===== src/rtl/writeback_unit_pkg.sv =====
// Shared constants, load-type encodings and the load-buffer entry record for the writeback unit.
package writeback_unit_pkg;

  localparam int unsigned XlenDefault = 64;
  // Buffer entries are sized for the widest supported XLEN; narrower builds use the low bits.
  localparam int unsigned XlenMax = 64;

  localparam logic [2:0] Funct3Lb  = 3'b000;
  localparam logic [2:0] Funct3Lh  = 3'b001;
  localparam logic [2:0] Funct3Lw  = 3'b010;
  localparam logic [2:0] Funct3Ld  = 3'b011;
  localparam logic [2:0] Funct3Lbu = 3'b100;
  localparam logic [2:0] Funct3Lhu = 3'b101;
  localparam logic [2:0] Funct3Lwu = 3'b110;

  typedef struct packed {
    logic [4:0]         rd;
    logic [XlenMax-1:0] data;
    logic               wen;
  } wb_entry_t;

  function automatic logic [XlenMax-1:0] load_extend(input logic [XlenMax-1:0] data,
                                                     input logic [2:0]         funct3);
    logic [XlenMax-1:0] res;
    case (funct3)
      Funct3Lb:  res = {{(XlenMax - 8){data[7]}}, data[7:0]};
      Funct3Lh:  res = {{(XlenMax - 16){data[15]}}, data[15:0]};
      Funct3Lw:  res = {{(XlenMax - 32){data[31]}}, data[31:0]};
      Funct3Lbu: res = {{(XlenMax - 8){1'b0}}, data[7:0]};
      Funct3Lhu: res = {{(XlenMax - 16){1'b0}}, data[15:0]};
      Funct3Lwu: res = {{(XlenMax - 32){1'b0}}, data[31:0]};
      default:   res = data;  // LD and unused encodings pass through
    endcase
    return res;
  endfunction

endpackage


===== src/rtl/wb_load_fifo.sv =====
// Circular load-result buffer with squash-by-destination support.
module wb_load_fifo
  import writeback_unit_pkg::*;
#(
  parameter int unsigned Depth = 2
) (
  input  logic      clk,
  input  logic      reset,
  input  logic      push,
  input  wb_entry_t push_entry,
  input  logic      pop,
  input  logic      squash,
  input  logic [4:0] squash_rd,
  output logic      full,
  output logic      empty,
  output wb_entry_t head
);

  localparam int unsigned PtrW = $clog2(Depth);
  localparam int unsigned CntW = $clog2(Depth + 1);

  wb_entry_t        mem_q [Depth];
  logic [PtrW-1:0]  wr_ptr_q, rd_ptr_q;
  logic [CntW-1:0]  count_q;

  function automatic logic [PtrW-1:0] next_ptr(input logic [PtrW-1:0] p);
    return (p == PtrW'(Depth - 1)) ? '0 : p + 1'b1;
  endfunction

  always_ff @(posedge clk or negedge reset) begin
    if (!reset) begin
      for (int i = 0; i < Depth; i++) mem_q[i] <= '0;
      wr_ptr_q <= '0;
      rd_ptr_q <= '0;
      count_q  <= '0;
    end else begin
      // Squash first so a same-cycle push keeps its own write-enable.
      if (squash) begin
        for (int i = 0; i < Depth; i++) begin
          if (mem_q[i].rd == squash_rd) mem_q[i].wen <= 1'b0;
        end
      end
      if (push) begin
        mem_q[wr_ptr_q] <= push_entry;
        wr_ptr_q        <= next_ptr(wr_ptr_q);
      end
      if (pop) rd_ptr_q <= next_ptr(rd_ptr_q);
      if (push && !pop) begin
        count_q <= count_q + 1'b1;
      end else if (pop && !push) begin
        count_q <= count_q - 1'b1;
      end
    end
  end

  assign full  = (count_q == CntW'(Depth));
  assign empty = (count_q == '0);
  assign head  = mem_q[rd_ptr_q];

endmodule


===== src/rtl/writeback_unit.sv =====
// Register-file writeback arbiter between ALU results and buffered load responses.
// Define WB_LOAD_EXT_EN to sign/zero-extend load data according to ld_funct3.
module writeback_unit
  import writeback_unit_pkg::*;
#(
  parameter int unsigned XLEN       = XlenDefault,
  parameter int unsigned FIFO_DEPTH = 2
) (
  input  logic            clk,
  input  logic            reset,
  input  logic            alu_valid,
  input  logic            alu_wen,
  input  logic [4:0]      alu_rd,
  input  logic [XLEN-1:0] alu_result,
  input  logic            ld_valid,
  output logic            ld_ready,
  input  logic [4:0]      ld_rd,
  input  logic [XLEN-1:0] ld_data,
  input  logic [2:0]      ld_funct3,
  output logic [4:0]      rd,
  output logic [XLEN-1:0] writeData,
  output logic            regWrite,
  output logic            stall,
  output logic            ld_pending
);

  logic            init_q;
  logic            full, empty;
  logic            alu_fire, ld_fire, cut, pop, push;
  logic [XLEN-1:0] ld_ext;
  wb_entry_t       head, push_entry;
  logic            regwrite_d, regwrite_q;
  logic [4:0]      rd_d, rd_q;
  logic [XLEN-1:0] wdata_d, wdata_q;

`ifdef WB_LOAD_EXT_EN
  assign ld_ext = XLEN'(load_extend(XlenMax'(ld_data), ld_funct3));
`else
  logic unused_funct3;
  assign unused_funct3 = ^ld_funct3;
  assign ld_ext        = ld_data;
`endif

  assign stall      = full;
  assign ld_ready   = ~full;
  assign ld_pending = ~empty;

  // init_q holds off all writes until the second edge after reset release.
  assign ld_fire  = ld_valid & ~full;
  assign alu_fire = init_q & ~full & alu_valid & alu_wen & (alu_rd != 5'd0);
  assign pop      = ~empty & (full | ~alu_fire);
  assign cut      = init_q & ~full & ~alu_fire & empty & ld_fire;
  assign push     = ld_fire & ~cut;

  always_comb begin
    push_entry      = '0;
    push_entry.rd   = ld_rd;
    push_entry.data = XlenMax'(ld_ext);
    push_entry.wen  = (ld_rd != 5'd0) & ~(alu_fire & (alu_rd == ld_rd));
  end

  wb_load_fifo #(
    .Depth(FIFO_DEPTH)
  ) u_fifo (
    .clk       (clk),
    .reset     (reset),
    .push      (push),
    .push_entry(push_entry),
    .pop       (pop),
    .squash    (alu_fire),
    .squash_rd (alu_rd),
    .full      (full),
    .empty     (empty),
    .head      (head)
  );

  always_comb begin
    regwrite_d = 1'b0;
    rd_d       = '0;
    wdata_d    = '0;
    if (pop) begin
      regwrite_d = head.wen;
      rd_d       = head.rd;
      wdata_d    = head.data[XLEN-1:0];
    end else if (alu_fire) begin
      regwrite_d = 1'b1;
      rd_d       = alu_rd;
      wdata_d    = alu_result;
    end else if (cut) begin
      regwrite_d = (ld_rd != 5'd0);
      rd_d       = ld_rd;
      wdata_d    = ld_ext;
    end
  end

  always_ff @(posedge clk or negedge reset) begin
    if (!reset) begin
      init_q     <= 1'b0;
      regwrite_q <= 1'b0;
      rd_q       <= '0;
      wdata_q    <= '0;
    end else begin
      init_q     <= 1'b1;
      regwrite_q <= regwrite_d;
      rd_q       <= rd_d;
      wdata_q    <= wdata_d;
    end
  end

  assign regWrite  = regwrite_q;
  assign rd        = rd_q;
  assign writeData = wdata_q;

endmodule


===== config.mk =====
export PLATFORM = sky130hd
export DESIGN_NAME = writeback_unit
export DESIGN_NICKNAME = d
export VERILOG_FILES = /design/src/rtl/writeback_unit_pkg.sv /design/src/rtl/wb_load_fifo.sv /design/src/rtl/writeback_unit.sv
export SDC_FILE = /design/constraint.sdc
export NUM_CORES = 1
export LEC_CHECK = 0
export BUFFER_PORTS_ARGS = -buffer_cell sky130_fd_sc_hd__buf_2
export CORE_ASPECT_RATIO = 0.75
export CORE_MARGIN = 2
export CORE_UTILIZATION = 50
export CTS_BUF_LIST = sky130_fd_sc_hd__clkbuf_8 sky130_fd_sc_hd__clkbuf_16
export DETAILED_ROUTE_END_ITERATION = 12
export PLACE_DENSITY_LB_ADDON = 0.3
export SKIP_CTS_REPAIR_TIMING = 1
export SYNTH_ARGS = -nofsm -noshare
export SYNTH_HDL_FRONTEND = slang
export SYNTH_SLANG_ARGS = --single-unit
export TNS_END_PERCENT = 100

===== constraint.sdc =====
create_clock -name clk -period 2.9 [get_ports clk]
set_clock_uncertainty 0.05 [all_clocks]
set_input_delay 0.29 -clock clk [delete_from_list [all_inputs] [get_ports clk]]
set_output_delay 0.29 -clock clk [all_outputs]
set_load 0.02 [all_outputs]

==> flow_metrics.py <==
metrics = {
    "place": {
        "hpwl_mm": 13.6,
        "io_buffers": 215,
        "gp_congestion": 0.794,
    },
    "yosys": {
        "synth_area_um2": 9550,
        "synth_edf_count": 0,
        "synth_mux_area_frac": 0.238,
        "synth_compound_area_frac": 0.0841,
        "async_flop_share": 1.00,
        "ys_ff_latch": 215,
        "synthDistinctLibCells": 31,
        "synthTopCellsByArea": "dfrtp_1, mux2_2, mux2i_1",
        "synth_area_leader_cell": "dfrtp_1",
        "synth_xor_area_frac": 0.0183,
        "yosysWarnings": 0,
        "synth-simple-area-share": 0.0633,
        "synth_top_family_by_area": "multiplexers",
        "synth_top_area_share": 0.563,
        "synth_adder_area_share": 0.00131,
        "syn-num-nets": 953,
        "yosysSeqAreaShare": 0.563,
        "synth_flop_cell": "dfrtp_1",
        "synth_area_per_cell_um2": 11.8,
        "syn_inst": 806,
    },
    "worst_setup_path": {
        "cp_max_fo": 21,
        "arrival_ns": 2.64,
        "cp_num_buf_inv": 1,
        "ff2ff_path_depth": 5,
        "crit_type": "reg2reg",
        "regToRegEndpoint": "u_fifo.mem_q[96]",
        "r2r_start": "u_fifo.count_q[0]",
        "critPathCaptureType": "flop",
        "ff2ff_setup_slack_ns": 0.57,
        "crit_path_start_kind": "flop",
        "critical_path.top_delay_family": "compound AO/OA/AOI/OAI gates",
        "critPathRequiredTime_ns": 3.21,
        "slowest_stage": "dfrtp_1",
        "max_stage_delay_ns": 0.44,
        "crit_chain": "nand2b_1, o211ai_4, a311oi_4, buf_4, mux2_2",
    },
    "cells_and_area": {
        "diodes": 0,
        "nets": 1162,
        "drive_above_1_share": 0.370,
        "seq_area_um2": 5380,
        "multiInputGateArea_um2": 3900,
        "areaGrowthSynthToFinish_pct": 22.1,
        "fillers": 1526,
    },
    "floorplanning": {
        "dieWidth_um": 164,
        "die-area_um2": 20200,
        "core-area_um2": 18600,
        "start_util": 0.513,
        "ios": 219,
        "core.rowCount": 43,
        "fp.dieH_um": 124,
    },
    "cts": {
        "cts_buffer_depth": 3,
        "cts_tree": "done",
        "insertion_delay_ns": 0.49,
        "cts_buffers": 21,
        "clock_sink_count": 215,
        "cts_max_level": 1,
        "cts_root_buffer": "clkbuf_16",
        "clkTransAtPathRegs_ns": 0.06,
    },
    "timing": {
        "fin_crit_ns": 2.33,
        "setup-tns-final_ns": 0,
        "slew_headroom": 0.565,
        "max_clock_freq_mhz": 429,
        "final-hold-violation-count": 4,
        "rsz0062_at_grt": "no",
        "report.final.slew_viol_count": 0,
        "hold_ws_ns": -0.00176,
        "setup_viol_count_final": 0,
        "worstMarginPinSlew_ns": 0.652,
        "finalCritPeriodShare": 0.804,
    },
    "outcome": {
        "outcome": "finished with violations",
        "violations": "negative hold slack",
    },
    "detailed_routing": {
        "via_per_inst": 5.22,
        "first_pass_iters": 4,
        "route.detailed.drc": 0,
        "drtIter0Drc": 402,
        "wirelength_mm": 20.9,
        "via_count": 6651,
        "ant_nets": 0,
        "wire_per_inst_um": 16.4,
    },
    "global_route": {
        "grt_max_degree": 86,
        "use_met2": 0.331,
        "busiest_layer": "met2",
        "grt_antenna_before_repair": 1,
        "grt.total_usage": 0.205,
        "use_met3": 0.0466,
        "first_global_vias": 6525,
        "grt_pass1_wl_mm": 33.3,
        "met1_usage": 0.290,
        "overflow": 0,
    },
    "hold_path": {
        "hold_class": "in2reg",
        "holdPathEnd": "u_fifo.mem_q[58]",
        "min_path_cells": 2,
        "worstHoldStart": "ld_data[57]",
    },
    "power": {
        "p_leak_nw": 5.58,
        "p_total_mw": 13.6,
        "ir_drop_v": 0.000504,
        "p_switching_mw": 4.81,
        "power_density_nw_per_um2": 1160,
        "seqPwrFrac": 0.390,
        "power_frac_comb": 0.424,
        "clock_power_share": 0.186,
        "swShare": 0.354,
        "intPower_mw": 8.77,
    },
    "flow_run": {
        "cap_violations": 0,
    },
}
power by group through the flow:
stage               clock [mW]  combinational [mW]  sequential (mW)
CTS                       2.61                5.80             5.30
finish                    2.53                5.75             5.30
global route              2.71                6.34             5.48
detailed placement           0                5.77             5.34
floorplan                    0                3.77             5.74
global placement             0                5.64             5.28
logic make-up after synthesis:
kind of cell	Yosys count
AND/OR/NAND/NOR	155
multiplexers	210
adder cells (fa/ha/maj)	1
buffers and inverters	57
other	1
AO/OA/AOI/OAI	147
flip-flops	215
XOR/XNOR	20
worst max path at each step:
stage / cells after the start / start / to / slack, ns
floorplan: 7 / alu_rd[1] / u_fifo.count_q[1] / 0.75
global placement: 6 / alu_rd[1] / u_fifo.mem_q[10] / 0.52
detailed placement: 6 / alu_rd[1] / u_fifo.mem_q[63] / 0.50
CTS: 5 / u_fifo.count_q[0] / u_fifo.mem_q[111] / 0.54
global route: 5 / u_fifo.count_q[0] / u_fifo.mem_q[96] / 0.43
finish: 5 / u_fifo.count_q[0] / u_fifo.mem_q[96] / 0.57
flip-flops by register name, summed over array words and instances, names as in the netlist:
signal / flops
init_q: 1
regWrite: 1
u_fifo.count_q: 2
writeData: 64
u_fifo.wr_ptr_q: 1
rd: 5
u_fifo.rd_ptr_q: 1
u_fifo.mem_q: 140
placed cells by master (no fill, tap or decap), types with 2 or more instances in the layout:
cell           netlist  layout
nor2_1             139     138
buf_2               22     214
a21oi_1            136     136
nand3_1              3       3
clkbuf_16            0      21
mux2_1              23      23
inv_1                2      12
clkbuf_8             0       3
buf_12               0       9
dfrtp_1            215     214
o41ai_1              2       2
buf_4                0       7
mux2_2             116     116
nand2_1              7       7
mux2i_1             71      71
dlygate4sd3_1        0      10
xor2_1               7       7
o21ai_0              2       2
xnor2_1             13      13
stage by stage:
| step | setup slack [ns] | instance area (um2) | utilization | hold WS (ns) | std cells |
|---|---|---|---|---|---|
| after floorplan | 0.746 | 9550 | - | -0.0556 | 806 |
| after global placement | 0.519 | 10900 | 0.587 | 0.286 | 1229 |
| after detailed placement | 0.499 | 10900 | 0.587 | 0.287 | 1229 |
| after CTS | 0.543 | 11600 | 0.621 | -0.239 | 1264 |
| after global routing | 0.430 | 11700 | 0.626 | 0.0000128 | 1274 |
| final | 0.568 | 11700 | 0.626 | -0.00176 | 1274 |
routing by layer:
metal  routed length [um]  vias up
li1                     -     3216
met1                 9540     3214
met2                 9630      192
met3                 1420       27
met4                  332        2
met5                   13        -
cell usage after synthesis (3+ instances only):
| cell type | count |
|---|---|
| a21oi_1 | 136 |
| buf_1 | 4 |
| buf_2 | 22 |
| buf_6 | 7 |
| clkbuf_1 | 22 |
| dfrtp_1 | 215 |
| mux2_1 | 23 |
| mux2_2 | 116 |
| mux2i_1 | 71 |
| nand2_1 | 7 |
| nand3_1 | 3 |
| nor2_1 | 139 |
| xnor2_1 | 13 |
| xor2_1 | 7 |
area by class of cell:
cell class,count,area share
Multi-Input combinational cell,534,0.335
Timing Repair Buffer,241,0.122
Clock buffer,24,0.0486
Sequential cell,215,0.462
Inverter,2,0.000644
Clock inverter,11,0.00580
Tap cell,247,0.0265
(Power assumes the default switching activity.)
